## config.mk

```make
export PLATFORM = sky130hd
export DESIGN_NAME = universal_shift_reg
export DESIGN_NICKNAME = d
export VERILOG_FILES = /design/src/rtl/universal_shift_reg.sv
export SDC_FILE = /design/constraint.sdc
export NUM_CORES = 1
export LEC_CHECK = 0
export CAP_MARGIN = 10
export CORE_MARGIN = 5
export CORE_UTILIZATION = 35
export CTS_BUF_LIST = sky130_fd_sc_hd__clkbuf_16
export DETAILED_ROUTE_END_ITERATION = 8
export PLACE_DENSITY_LB_ADDON = 0.2
export SLEW_MARGIN = 10
export SYNTH_ARGS = -nofsm -noshare
export SYNTH_HDL_FRONTEND = slang
export SYNTH_SLANG_ARGS = --single-unit
```

## constraint.sdc

```tcl
create_clock -name clk -period 4.19 [get_ports clk]
set_input_delay 0.6285 -clock clk [delete_from_list [all_inputs] [get_ports clk]]
set_output_delay 0.6285 -clock clk [all_outputs]
set_load 0.01 [all_outputs]
```

## src/rtl/universal_shift_reg.sv

```systemverilog
// universal_shift_reg: hold / shift-right / shift-left / parallel-load register
// with a registered shift-out bit and a saturating shift counter.  Rev 1.0
`default_nettype none

module universal_shift_reg #(
  parameter int               WIDTH     = 8,
  parameter logic [WIDTH-1:0] RESET_VAL = {WIDTH{1'b0}}
) (
  input  logic                       clk,
  input  logic                       rst,
  input  logic                       en,
  input  logic [1:0]                 mode,
  input  logic                       sin_r,
  input  logic                       sin_l,
  input  logic [WIDTH-1:0]           d,
  output logic [WIDTH-1:0]           q,
  output logic [WIDTH-1:0]           notq,
  output logic                       sout,
  output logic [$clog2(WIDTH+1)-1:0] cnt,
  output logic                       done
);

  localparam int            CW      = $clog2(WIDTH + 1);
  localparam logic [CW-1:0] CNT_MAX = CW'(WIDTH);

  localparam logic [1:0] MODE_HOLD = 2'b00;
  localparam logic [1:0] MODE_SHR  = 2'b01;
  localparam logic [1:0] MODE_SHL  = 2'b10;
  localparam logic [1:0] MODE_LOAD = 2'b11;

  logic [CW-1:0] cnt_inc;

  // Counter saturates at WIDTH rather than wrapping.
  assign cnt_inc = (cnt == CNT_MAX) ? cnt : cnt + CW'(1);

  always_ff @(posedge clk) begin
    if (rst) begin
      q    <= RESET_VAL;
      sout <= 1'b0;
      cnt  <= '0;
    end else if (en) begin
      case (mode)
        MODE_SHR: begin
          q    <= {sin_r, q[WIDTH-1:1]};
          sout <= q[0];
          cnt  <= cnt_inc;
        end
        MODE_SHL: begin
          q    <= {q[WIDTH-2:0], sin_l};
          sout <= q[WIDTH-1];
          cnt  <= cnt_inc;
        end
        MODE_LOAD: begin
          q    <= d;
          sout <= 1'b0;
          cnt  <= '0;
        end
        MODE_HOLD: begin
          q    <= q;
          sout <= sout;
          cnt  <= cnt;
        end
        default: begin
          q    <= q;
          sout <= sout;
          cnt  <= cnt;
        end
      endcase
    end
  end

  assign notq = ~q;
  assign done = (cnt == CNT_MAX);

endmodule

`default_nettype wire

```

==> impl_metrics.tcl, run 1 <==
set metrics [dict create \
    cts.clk_slew.worst_paths_ns 0.05 \
    final_core_util 0.602 \
    core.rowCount 16 \
    cts_tree "built" \
    drc 0 \
    dp.cells 151 \
    setup_tns_ns 0 \
    place_hpwl_um 1470 \
    clock_path_buffers 2 \
    synth_cell_type_count 24 \
    critPathMaxStageDelay_ns 0.84 \
    status "complete, no violations" \
    cts_root_buf "clkbuf_16" \
    start_util 0.376 \
    min_period_ns 2.47 \
    hold_class "flop to flop" \
    core_area_um2 2000 \
    setup_viol 0 \
    wl_per_cell_um 12.7 \
    h-tree-depth 1 \
    drv_cap 0 \
    synthToLayoutAreaGrowth_pct 60.0 \
    synth_enable_flop_cells 0 \
    fillers 192 \
    cp-end-kind "flop" \
    cts.sinks 13 \
    antenna_cells 0 \
    routabilityCongestion 0.690 \
    period_share 0.590 \
    power_density_nw_per_um2 332 \
    crit_family "simple AND/OR/NAND/NOR gates" \
    vdd_drop_max_uv 269 \
    die_h_um 56.4 \
    cts_made_buffers 3 \
    die_area_um2 3180 \
    cpMaxStageDelayCell "nor2b_1" \
    layoutNonFillerInstCount 155 \
    syn_inst 93 \
    viasPerCell 5.12 \
    io_buffer_count 36 \
    drtIter0Drc 19 \
    synth-seq-cells 13 \
    layout-drive-gt1-share 0.0625 \
    hold_violations 0 \
    path_max_fanout 18 \
    yosysMostFrequentCell "dfxtp_1" \
    clk_latency_ns 0.24 \
    cts_resized 0 \
    yosys_most_used_dff "dfxtp_1" \
    synth.area.top_cells "dfxtp_1 35%, a311oi_1 9.3%, ha_1 8.3%" \
    worstSetupPathType "input pin to flop" \
    seq_area_frac_synth 0.346 \
    path_buf_inv 2 \
    antenna_found_initial 0 \
    startpoint_type "input pin" \
    postSynthAreaPerCell_um2 8.10 \
    rsz0062_at_grt "no" \
    fmax_ghz 0.405 \
    vias 793 \
    clock_skew_ns 0.00219 \
    hold_buffers 0 \
    async_flop_share 0 \
    p_leak_uw 0.000443 \
    nNetsFinal 149 \
    grt_overflow_total 0 \
    finalWirelength_um 1970 \
    hold_depth 2 \
    path_cells "clkdlybuf4s50_1 > inv_1 > ha_1 > nor2b_1 > o311a_1 > nor3_1" \
    worstMarginPinSlew_ns 1.09 \
    first_pass_iters 4 \
    grt_pass1_wl_um 3240 \
    grt_pass1_vias 759 \
    synth_top_area_share 0.346 \
    grt_start_max_net_pins 19 \
    arrival_ns 2.57 \
    die_x_um 56.4 \
    ff2ff_path_depth 5 \
    synth_area_um2 753 \
    synth_fp_nets 113 \
    yosys.area.top_type "dfxtp_1" \
    cts_setup_buffers 0 \
    grt_usage 0.123 \
    synth_warnings 0 \
    ios 37 \
    required_ns 4.29 \
    antenna_left 0 \
    cp.depth 6 \
    synth_commonest_cells "13 x dfxtp_1, 12 x inv_1, 12 x nor2_1" \
    max-slew-margin-rel 0.274 \
    final_max_slew_viol_count 0 \
]
-- cell usage in the layout, fill, tap and decap left out --
cell type	n
nand2b_2	1
a21oi_1	3
nand3_1	1
or4_1	3
dfxtp_1	13
nor3_1	1
a22oi_1	8
or4b_4	1
clkdlybuf4s50_1	36
o31ai_1	1
a31oi_1	1
inv_1	13
o311a_1	1
nor2b_1	1
nor2_1	12
a311oi_1	8
and4b_4	1
o21ai_1	1
nand2b_4	1
nand2_1	10
ha_1	5
a21oi_2	1
clkbuf_16	3
o21ai_0	2
-- metal layers --
| layer | share of wire | global-route usage | wire [um] |
|---|---|---|---|
| met3 | 0.064 | 0.0413 | 127 |
| met1 | 0.42 | 0.141 | 822 |
| met5 | 0 | 0 | 0 |
| met2 | 0.51 | 0.224 | 1010 |
| met4 | 0.0035 | 0.0203 | 7 |
-- cell families after synthesis --
logic type | Yosys count | synth area share
and+or+nand+nor | 32 | 0.228
AOI/OAI and AO/OA | 26 | 0.256
buffers and inverters | 17 | 0.0880
DFF | 13 | 0.346
adders and majority gates | 5 | 0.0831
-- through the flow --
stage	hold WS, ns	setup WS, ns	total power, uW	instance area (um^2)
after floorplan	0.515	2.38	180	753
after global placement	0.497	1.57	227	1130
after detailed placement	0.495	1.52	228	1130
after CTS	0.512	1.75	405	1200
after global routing	0.533	1.61	420	1200
final	0.505	1.72	400	1200
-- worst min-delay path: stages, from the launching register on --
cell and delay (ns):
dfxtp_1 0.31, nor2_1 0.10, nor3_1 0.05
-- area by class of cell --
type / instances / area [um^2] / share of cell area
Multi-Input combinational cell: 63 / 427 / 0.354
Timing Repair Buffer: 36 / 360 / 0.299
Sequential cell: 13 / 260 / 0.216
Clock buffer: 3 / 75.1 / 0.0623
Inverter: 12 / 45.0 / 0.0374
Tap cell: 27 / 33.8 / 0.0280
Clock inverter: 1 / 3.75 / 0.00312
-- power breakdown --
| group | internal [uW] | switching, uW |
|---|---|---|
| logic | 47.7 | 35.7 |
| registers | 132 | 9.53 |
| clock network | 126 | 49.6 |
-- final timing paths --
path	to	slack (ns)	from
min	sout	0.50	sout
max	sout	1.72	mode[1]
max reg2reg	cnt[1]	2.54	cnt[0]
min reg2reg	sout	0.50	sout
-- sequential cells by signal, indices dropped and copies added, names as in the netlist --
register  flops
cnt           4
sout          1
q             8
(Power assumes the default switching activity.)
==> inputs of run 2 (changes only) <==
==> constraint.sdc (replaced) <==
create_clock -name clk -period 2.3 [get_ports clk]
set_input_delay 0.345 -clock clk [delete_from_list [all_inputs] [get_ports clk]]
set_output_delay 0.345 -clock clk [all_outputs]
set_load 0.01 [all_outputs]
==> run 2 against run 1 <==
Compared with the run above: first-iteration DRC count decreased by 68%; non-clock buffer count rose by 3; count of clock-buffer cells in the layout is the same; critical path type is now flop to output port; sequential power increased by 81%; clock skew is 0.0019 ns lower; critical endpoint is now done; utilization up 1.1 points; total power rose by 84%; register-to-register slack worse by 1.9 ns; flip-flop and latch count did not move; sequential share of layout area is 0.40 points lower; die area did not move; cell area rose by 1.9%.
==> impl_metrics.tcl, run 2 (synthesis gave the netlist of run 1 again) <==
set metrics [dict create \
    setup_viol 0 \
    hold_violations 0 \
    cts_tree "built" \
    cts_made_buffers 3 \
    switchingPower_uw 176 \
    cts.sinks 13 \
    dp.cells 154 \
    synthToLayoutAreaGrowth_pct 63.0 \
    largestRegisters "q (8), cnt (4), sout (1)" \
    viasPerCell 5.16 \
    status "complete, no violations" \
    drv_cap 0 \
    largest-register "q" \
    core.rowCount 16 \
    multi_input_area_um2 427 \
    drtIter0Drc 6 \
    fmax_ghz 0.525 \
    grt_overflow_total 0 \
    top_usage_layer "met2" \
    dpl_cell_area_um2 1150 \
    p_leak_uw 0.000458 \
    pre_cts_slack_ns 0.205 \
    final_max_slew_viol_count 0 \
    cts_resized 0 \
    layout-drive-gt1-share 0.0840 \
    grt_pass1_wl_um 3420 \
    clock_skew_ns 0.000258 \
    start_util 0.376 \
    ios 37 \
    cp-end-kind "output port" \
    vias 816 \
    period_share 0.829 \
    finalWirelength_um 2060 \
    worstMarginPinSlew_ns 0.558 \
    cts.clk_slew.worst_paths_ns 0.04 \
    routabilityCongestion 0.769 \
    first_pass_iters 4 \
    die_area_um2 3180 \
    final_core_util 0.613 \
    clock_path_buffers 2 \
    max-slew-margin-rel 0.628 \
    wl_per_cell_um 13.1 \
    setup_tns_ns 0 \
    arrival_ns 1.56 \
    clk_latency_ns 0.24 \
    grt_start_max_net_pins 19 \
    hold_buffers 0 \
    grt_usage 0.132 \
    pwr-share-seq 0.349 \
    die_h_um 56.4 \
    p_comb_frac 0.216 \
    antenna_left 0 \
    largest_reg_flops 8 \
    drc 0 \
    met2_usage 0.254 \
    die_x_um 56.4 \
    power.share.switching 0.239 \
    antenna_cells 0 \
    fin_area_um2 1230 \
    antenna_found_initial 0 \
    mostFrequentLayoutCell "clkdlybuf4s50_1" \
    clockPowerShare 0.435 \
    required_ns 1.96 \
    vdd_drop_max_uv 334 \
    worstSetupPathType "flop to output port" \
    layoutNonFillerInstCount 158 \
    regArea_um2 260 \
    nNetsFinal 152 \
    grt_pass1_vias 818 \
    path_max_fanout 7 \
    startpoint_type "flop" \
    min_period_ns 1.91 \
    place_hpwl_um 1550 \
    io_buffer_count 36 \
    power_density_nw_per_um2 601 \
    core_area_um2 2000 \
    hold_class "flop to flop" \
    cts_setup_buffers 0 \
    grt.met3_usage 0.0229 \
    h-tree-depth 1 \
    final_cell_mix "36 x clkdlybuf4s50_1, 13 x inv_1, 13 x dfxtp_1" \
    cts_root_buf "clkbuf_16" \
    fillers 188 \
    rsz0062_at_grt "no" \
    gr-usage-met1 0.139 \
    internal-power_uw 561 \
    finalWorstSetupSlack_ns 0.394 \
]
## run 2: cell types whose count changed in the layout (fill, tap and decap cells not counted)
cell,before,now
buf_4,0,3
## run 2: per-stage QoR
step / hold WS [ns] / total power (uW)
6_report: 0.505 / 737
5_1_grt: 0.524 / 774
4_1_cts: 0.502 / 746
3_5_place_dp: 0.496 / 422
3_3_place_gp: 0.494 / 419
2_1_floorplan: 0.417 / 329
## run 2: final timing paths
check,from,endpoint,slack [ns],cells after the start
max,cnt[0],done,0.39,5
min,sout,sout,0.51,2
max reg2reg,cnt[0],cnt[1],0.65,5
min reg2reg,sout,sout,0.51,2
## run 2: power by group through the flow
| stage | Combinational (uW) | Sequential (uW) | Clock [uW] |
|---|---|---|---|
| final | 159 | 257 | 320 |
| after global placement | 157 | 261 | 0 |
| after CTS | 162 | 257 | 327 |
| after global routing | 173 | 260 | 341 |
| after floorplan | 63.7 | 265 | 0 |
| after detailed placement | 161 | 261 | 0 |
## run 2: layout make-up
| type | instances | share of cell area |
|---|---|---|
| multi-input cells | 63 | 0.348 |
| clock buffers | 3 | 0.0612 |
| flip-flops and latches | 13 | 0.212 |
| clock inverters | 1 | 0.00306 |
| repair buffers | 39 | 0.312 |
| inverters | 12 | 0.0367 |
| well taps | 27 | 0.0275 |
## run 2: worst max-delay path, cell delays in order, from the launching register on
cell and delay (ns):
dfxtp_1 0.44, inv_1 0.08, ha_1 0.22, nand2_1 0.07, nor2_1 0.04, clkdlybuf4s50_1 0.48
## run 2: layer usage
metal	routed length (um)	share of wire
met5	0	0
met4	12	0.0058
met3	95	0.046
met2	1100	0.53
met1	860	0.42
==> inputs of run 3 (changes only) <==
==> constraint.sdc (replaced) <==
create_clock -name clk -period 2 [get_ports clk]
set_input_delay 0.3 -clock clk [delete_from_list [all_inputs] [get_ports clk]]
set_output_delay 0.3 -clock clk [all_outputs]
set_load 0.01 [all_outputs]
==> run 3 against run 2 <==
Compared with the run above: cell area up 4.3%; utilization up 2.6 points; combinational power up 22%; worst hold slack better by 0.0064 ns; critical path depth unchanged; register-to-register slack worse by 0.30 ns; wire length up 8.2%.
==> impl_metrics.tcl, run 3 (synthesis gave the netlist of run 1 again) <==
set metrics [dict create \
    h-tree-depth 1 \
    finalWirelength_um 2230 \
    vdd_drop_max_uv 297 \
    hold_violations 0 \
    hold_class "flop to flop" \
    cts_made_buffers 3 \
    cts.sinks 13 \
    fin_area_um2 1280 \
    critPathMaxStageDelay_ns 0.48 \
    place_hpwl_um 1640 \
    grt_start_max_net_pins 19 \
    die_area_um2 3180 \
    largest_reg_flops 8 \
    cp-end-kind "output port" \
    status "complete, no violations" \
    cts_setup_buffers 0 \
    ios 37 \
    path_cells "inv_1 > ha_1 > nand2_1 > nor2_1 > clkdlybuf4s50_1" \
    clk_latency_ns 0.24 \
    drv_cap 0 \
    final_max_slew_viol_count 0 \
    drtIter0Drc 27 \
    required_ns 1.70 \
    fmax_ghz 0.543 \
    hold_buffers 0 \
    cpMaxStageDelayCell "clkdlybuf4s50_1" \
    nNetsFinal 159 \
    largest-register "q" \
    antenna_cells 0 \
    drc 0 \
    fillers 169 \
    final_cell_mix "36 x clkdlybuf4s50_1, 13 x inv_1, 13 x dfxtp_1" \
    layout-drive-gt1-share 0.130 \
    cts_resized 0 \
    cts_root_buf "clkbuf_16" \
    startpoint_type "flop" \
    wl_per_cell_um 13.5 \
    grt_usage 0.143 \
    period_share 0.920 \
    mostFrequentLayoutCell "clkdlybuf4s50_1" \
    rsz0062_at_grt "no" \
    io_buffer_count 36 \
    viasPerCell 5.16 \
    die_x_um 56.4 \
    start_util 0.376 \
    worstSetupPathType "flop to output port" \
    core.rowCount 16 \
    grt_pass1_vias 872 \
    path_max_fanout 7 \
    die_h_um 56.4 \
    grt_overflow_total 0 \
    first_pass_iters 4 \
    largestRegisters "q (8), cnt (4), sout (1)" \
    worstMarginPinSlew_ns 0.528 \
    antenna_left 0 \
    dpl_cell_area_um2 1200 \
    power_density_nw_per_um2 671 \
    multi_input_area_um2 427 \
    antenna_found_initial 0 \
    cts_tree "built" \
    vias 852 \
    setup_viol 0 \
    design_power_total_uw 858 \
    regArea_um2 260 \
    grt_pass1_wl_um 3710 \
    setup_tns_ns 0 \
    p_leak_uw 0.000493 \
    clock_path_buffers 2 \
    min_period_ns 1.84 \
    core_area_um2 2000 \
    clock_skew_ns 0.00199 \
    routabilityCongestion 0.788 \
    final_core_util 0.639 \
    max-slew-margin-rel 0.647 \
    cts.clk_slew.worst_paths_ns 0.05 \
    arrival_ns 1.54 \
    synthToLayoutAreaGrowth_pct 69.9 \
]
run 3: cell count changes in the layout (fill, tap and decap cells not counted), sizes merged:
cell	before	now
buf	3	10
run 3: where the power goes:
| group | switching, uW | internal [uW] |
|---|---|---|
| combinational | 81.2 | 112 |
| sequential | 19.8 | 277 |
| clock | 105 | 263 |
| total | 206 | 652 |
run 3: layout make-up:
cell class,count,area share
Multi-Input combinational cell,63,0.333
Timing Repair Buffer,46,0.340
Tap cell,27,0.0264
Sequential cell,13,0.203
Clock inverter,1,0.00293
Clock buffer,3,0.0587
Inverter,12,0.0352
run 3: critical path: cells and delay by family (launching register included):
| kind | cells | cell delay, ns |
|---|---|---|
| buf+inv | 2 | 0.55 |
| flops | 1 | 0.43 |
| fa+ha+maj | 1 | 0.21 |
| simple gates | 2 | 0.11 |
run 3: final timing paths:
kind         cells after the start  slack, ns    from  endpoint
max                              5       0.16  cnt[0]      done
min reg2reg                      2       0.51    sout      sout
max reg2reg                      5       0.35  cnt[0]    cnt[2]
min                              2       0.51    sout      sout
run 3: routing by layer:
layer / global-route usage / wire length (um)
met5: 0 / 0
met4: 0.0508 / 10
met3: 0.0298 / 148
met2: 0.275 / 1150
met1: 0.150 / 920
run 3: per-stage QoR:
stage	cells	setup WS, ns	hold slack [ns]
floorplan	93	0.428	0.372
CTS	165	0.145	0.503
global route	165	0.0889	0.551
finish	165	0.159	0.512
global placement	161	0.00444	0.496
detailed placement	161	-0.0933	0.496
==> RTL edit (flow settings as in run 3) <==
Add an input register stage for `en`, `mode`, `sin_r`, `sin_l` and `d`; this delays them by one clock.
--- a/src/rtl/universal_shift_reg.sv
+++ b/src/rtl/universal_shift_reg.sv
@@ -28,6 +28,20 @@
   localparam logic [1:0] MODE_SHL  = 2'b10;
   localparam logic [1:0] MODE_LOAD = 2'b11;
 
+  logic en_q;
+  logic [1:0] mode_q;
+  logic sin_r_q;
+  logic sin_l_q;
+  logic [WIDTH-1:0] d_q;
+
+  always_ff @(posedge clk) begin
+    en_q    <= en;
+    mode_q  <= mode;
+    sin_r_q <= sin_r;
+    sin_l_q <= sin_l;
+    d_q     <= d;
+  end
+
   logic [CW-1:0] cnt_inc;
 
   // Counter saturates at WIDTH rather than wrapping.
@@ -38,20 +52,20 @@
       q    <= RESET_VAL;
       sout <= 1'b0;
       cnt  <= '0;
-    end else if (en) begin
-      case (mode)
+    end else if (en_q) begin
+      case (mode_q)
         MODE_SHR: begin
-          q    <= {sin_r, q[WIDTH-1:1]};
+          q    <= {sin_r_q, q[WIDTH-1:1]};
           sout <= q[0];
           cnt  <= cnt_inc;
         end
         MODE_SHL: begin
-          q    <= {q[WIDTH-2:0], sin_l};
+          q    <= {q[WIDTH-2:0], sin_l_q};
           sout <= q[WIDTH-1];
           cnt  <= cnt_inc;
         end
         MODE_LOAD: begin
-          q    <= d;
+          q    <= d_q;
           sout <= 1'b0;
           cnt  <= '0;
         end
Function: changed (a bounded check fails within 4 cycles, from zero or initial values and one cycle with rst high).
==> RTL edit against run 3 <==
Final area rose by 17%; setup slack got worse by 0.016 ns; routed wire length rose by 2.1%; sequential power rose by 94%; sequential share of layout area increased by 14 points; synthesized area is 32% higher; non-clock buffer count is 7 lower; global-route usage shrank 2.7 points; clock power up 53%; combinational power shrank 6%; sequential cell count increased by 13; core utilization down 9.0 points; total power is 54% higher.
==> RTL edit: results (changes against run 3) <==
Critical path
  – Critical path fanouts, max: 7 (unchanged)
  – CP max stage delay: 0.54 ns (+0.06 ns)
  – Slowest cell on the critical path: clkdlybuf4s50_1
  – Crit path DAT: 1.56 ns (+0.02 ns)

Placed design
  – Detailed Place HPWL: 1690 µm (+3.1%)
  – Dpl ws: 0.417 ns (+0.510 ns)
  – Placer Congestion: 0.698 (-11%)
  – IO Port Bufs: 36 (unchanged)

CTS
  – Clock Tree Root: clkbuf_16
  – Clock latency on the worst-skew pair: 0.26 ns (+0.02 ns)
  – Total CTS buffers: 3 (unchanged)
  – # resized after CTS: 0 (unchanged)
  – H-tree levels: 1 (unchanged)

Power
  – Leakage Power: 0.571 nW (+16%)
  – Max rail drop VDD: 887 µV (+200%)

STA
  – Final Hold Viols: 0 (unchanged)
  – Max-slew headroom: 62.5% (-2.1 points)
  – Clock Skew: 0.00350 ns (+0.00151 ns)

Drt
  – Routed wire length: 2280 µm (+2.1%)
  – Vias/cell: 5.04 (-2.4%)
  – 1st-iter DRT viols: 41 (+52%)

Global routing
  – GRT Overall Usage: 11.6% (-2.7 points)
  – Initial antenna violation count: 0 (unchanged)
  – Vias in the first global route: 883 (+1.3%)
  – First-pass GRT wire length: 3840 µm (+3.5%)
  – Largest net degree at the start of global routing: 19 (unchanged)

Hold path
  – Worst Hold Class: flop to flop

Synth
  – Seq/Total Area, Yosys: 52.2% (+18 points)
  – Top cells by area, synth: dfxtp_1 52%, ha_1 6.3%, a311oi_1 6.1%
  – Commonest cells post-synth: 26 x dfxtp_1, 12 x inv_1, 12 x nor2_1, 10 x nand2_1
  – Synth cell types: 23 (-4.2%)
  – Syn nets: 126 (+12%)
  – Yosys Warn Count: 0 (unchanged)
  – Asr flop ratio synth: 0% (unchanged)

Finish
  – Top Registers: d_q x8, q x8, cnt x4
  – # diodes: 0 (unchanged)
  – Fillers: 260 (+54%)
  – Layout cell share with drive strength beyond 1: 5.56% (-7.5 points)
  – Final net count: 165 (+3.8%)

Run status
  – Outcome: completed
[RTL edit: area by class of cell]
| type | count | area [µm²] | share of cell area, % |
|---|---|---|---|
| well taps | 31 | 38.8 | 2.58 |
| multi-input cells | 63 | 410 | 27.3 |
| inverters | 12 | 45.0 | 3.00 |
| clock inverters | 1 | 30.0 | 2.00 |
| repair buffers | 39 | 383 | 25.5 |
| clock buffers | 3 | 75.1 | 5.00 |
| flip-flops and latches | 26 | 520 | 34.6 |
[RTL edit: report_power, final]
group,total (W),internal [W],switching [W],leakage [nW]
sequential,0.000574,0.000549,0.0000248,0.217
combinational,0.000182,0.000105,0.0000773,0.303
clock,0.000564,0.000398,0.000167,0.0511
total,0.00132,0.00105,0.000269,0.571
[RTL edit: through the flow]
step                      cells  instance area, µm²  power, W
after floorplan             106                 997  0.000660
after global placement      171                1400  0.000765
after detailed placement    171                1400  0.000769
after CTS                   175                1500   0.00134
after global routing        175                1500   0.00138
final                       175                1500   0.00132
[RTL edit: path summary, 6_finish.rpt]
| kind | startpoint | end | slack (ns) | depth (start not counted) |
|---|---|---|---|---|
| max | cnt[0] | done | 0.14 | 5 |
| min | sin_r_q | q[7] | 0.48 | 2 |
| max reg2reg | mode_q[0] | cnt[3] | 0.44 | 5 |
| min reg2reg | sin_r_q | q[7] | 0.48 | 2 |
[RTL edit: routing by layer]
metal / vias up / wire length [µm] / GRT usage [%]
li1: 449 / - / -
met5: - / 0 / 0
met3: 4 / 184 / 5.33
met1: 403 / 993 / 13.2
met4: 0 / 29 / 4.68
met2: 26 / 1070 / 18.8
[RTL edit: worst max-delay path, delay by kind of cell (launching register included)]
kind                       cells  cell delay (ns)
adders and majority gates      1             0.19
buffers and inverters          2             0.62
DFF                            1             0.36
and+or+nand+nor                2             0.14
[RTL edit: cells by family after synthesis]
family	Yosys count	synth area share, %
AOI/OAI and AO/OA	26	19.1
adders and majority gates	5	6.27
buffers and inverters	17	6.65
and+or+nand+nor	32	15.8
DFF	26	52.2
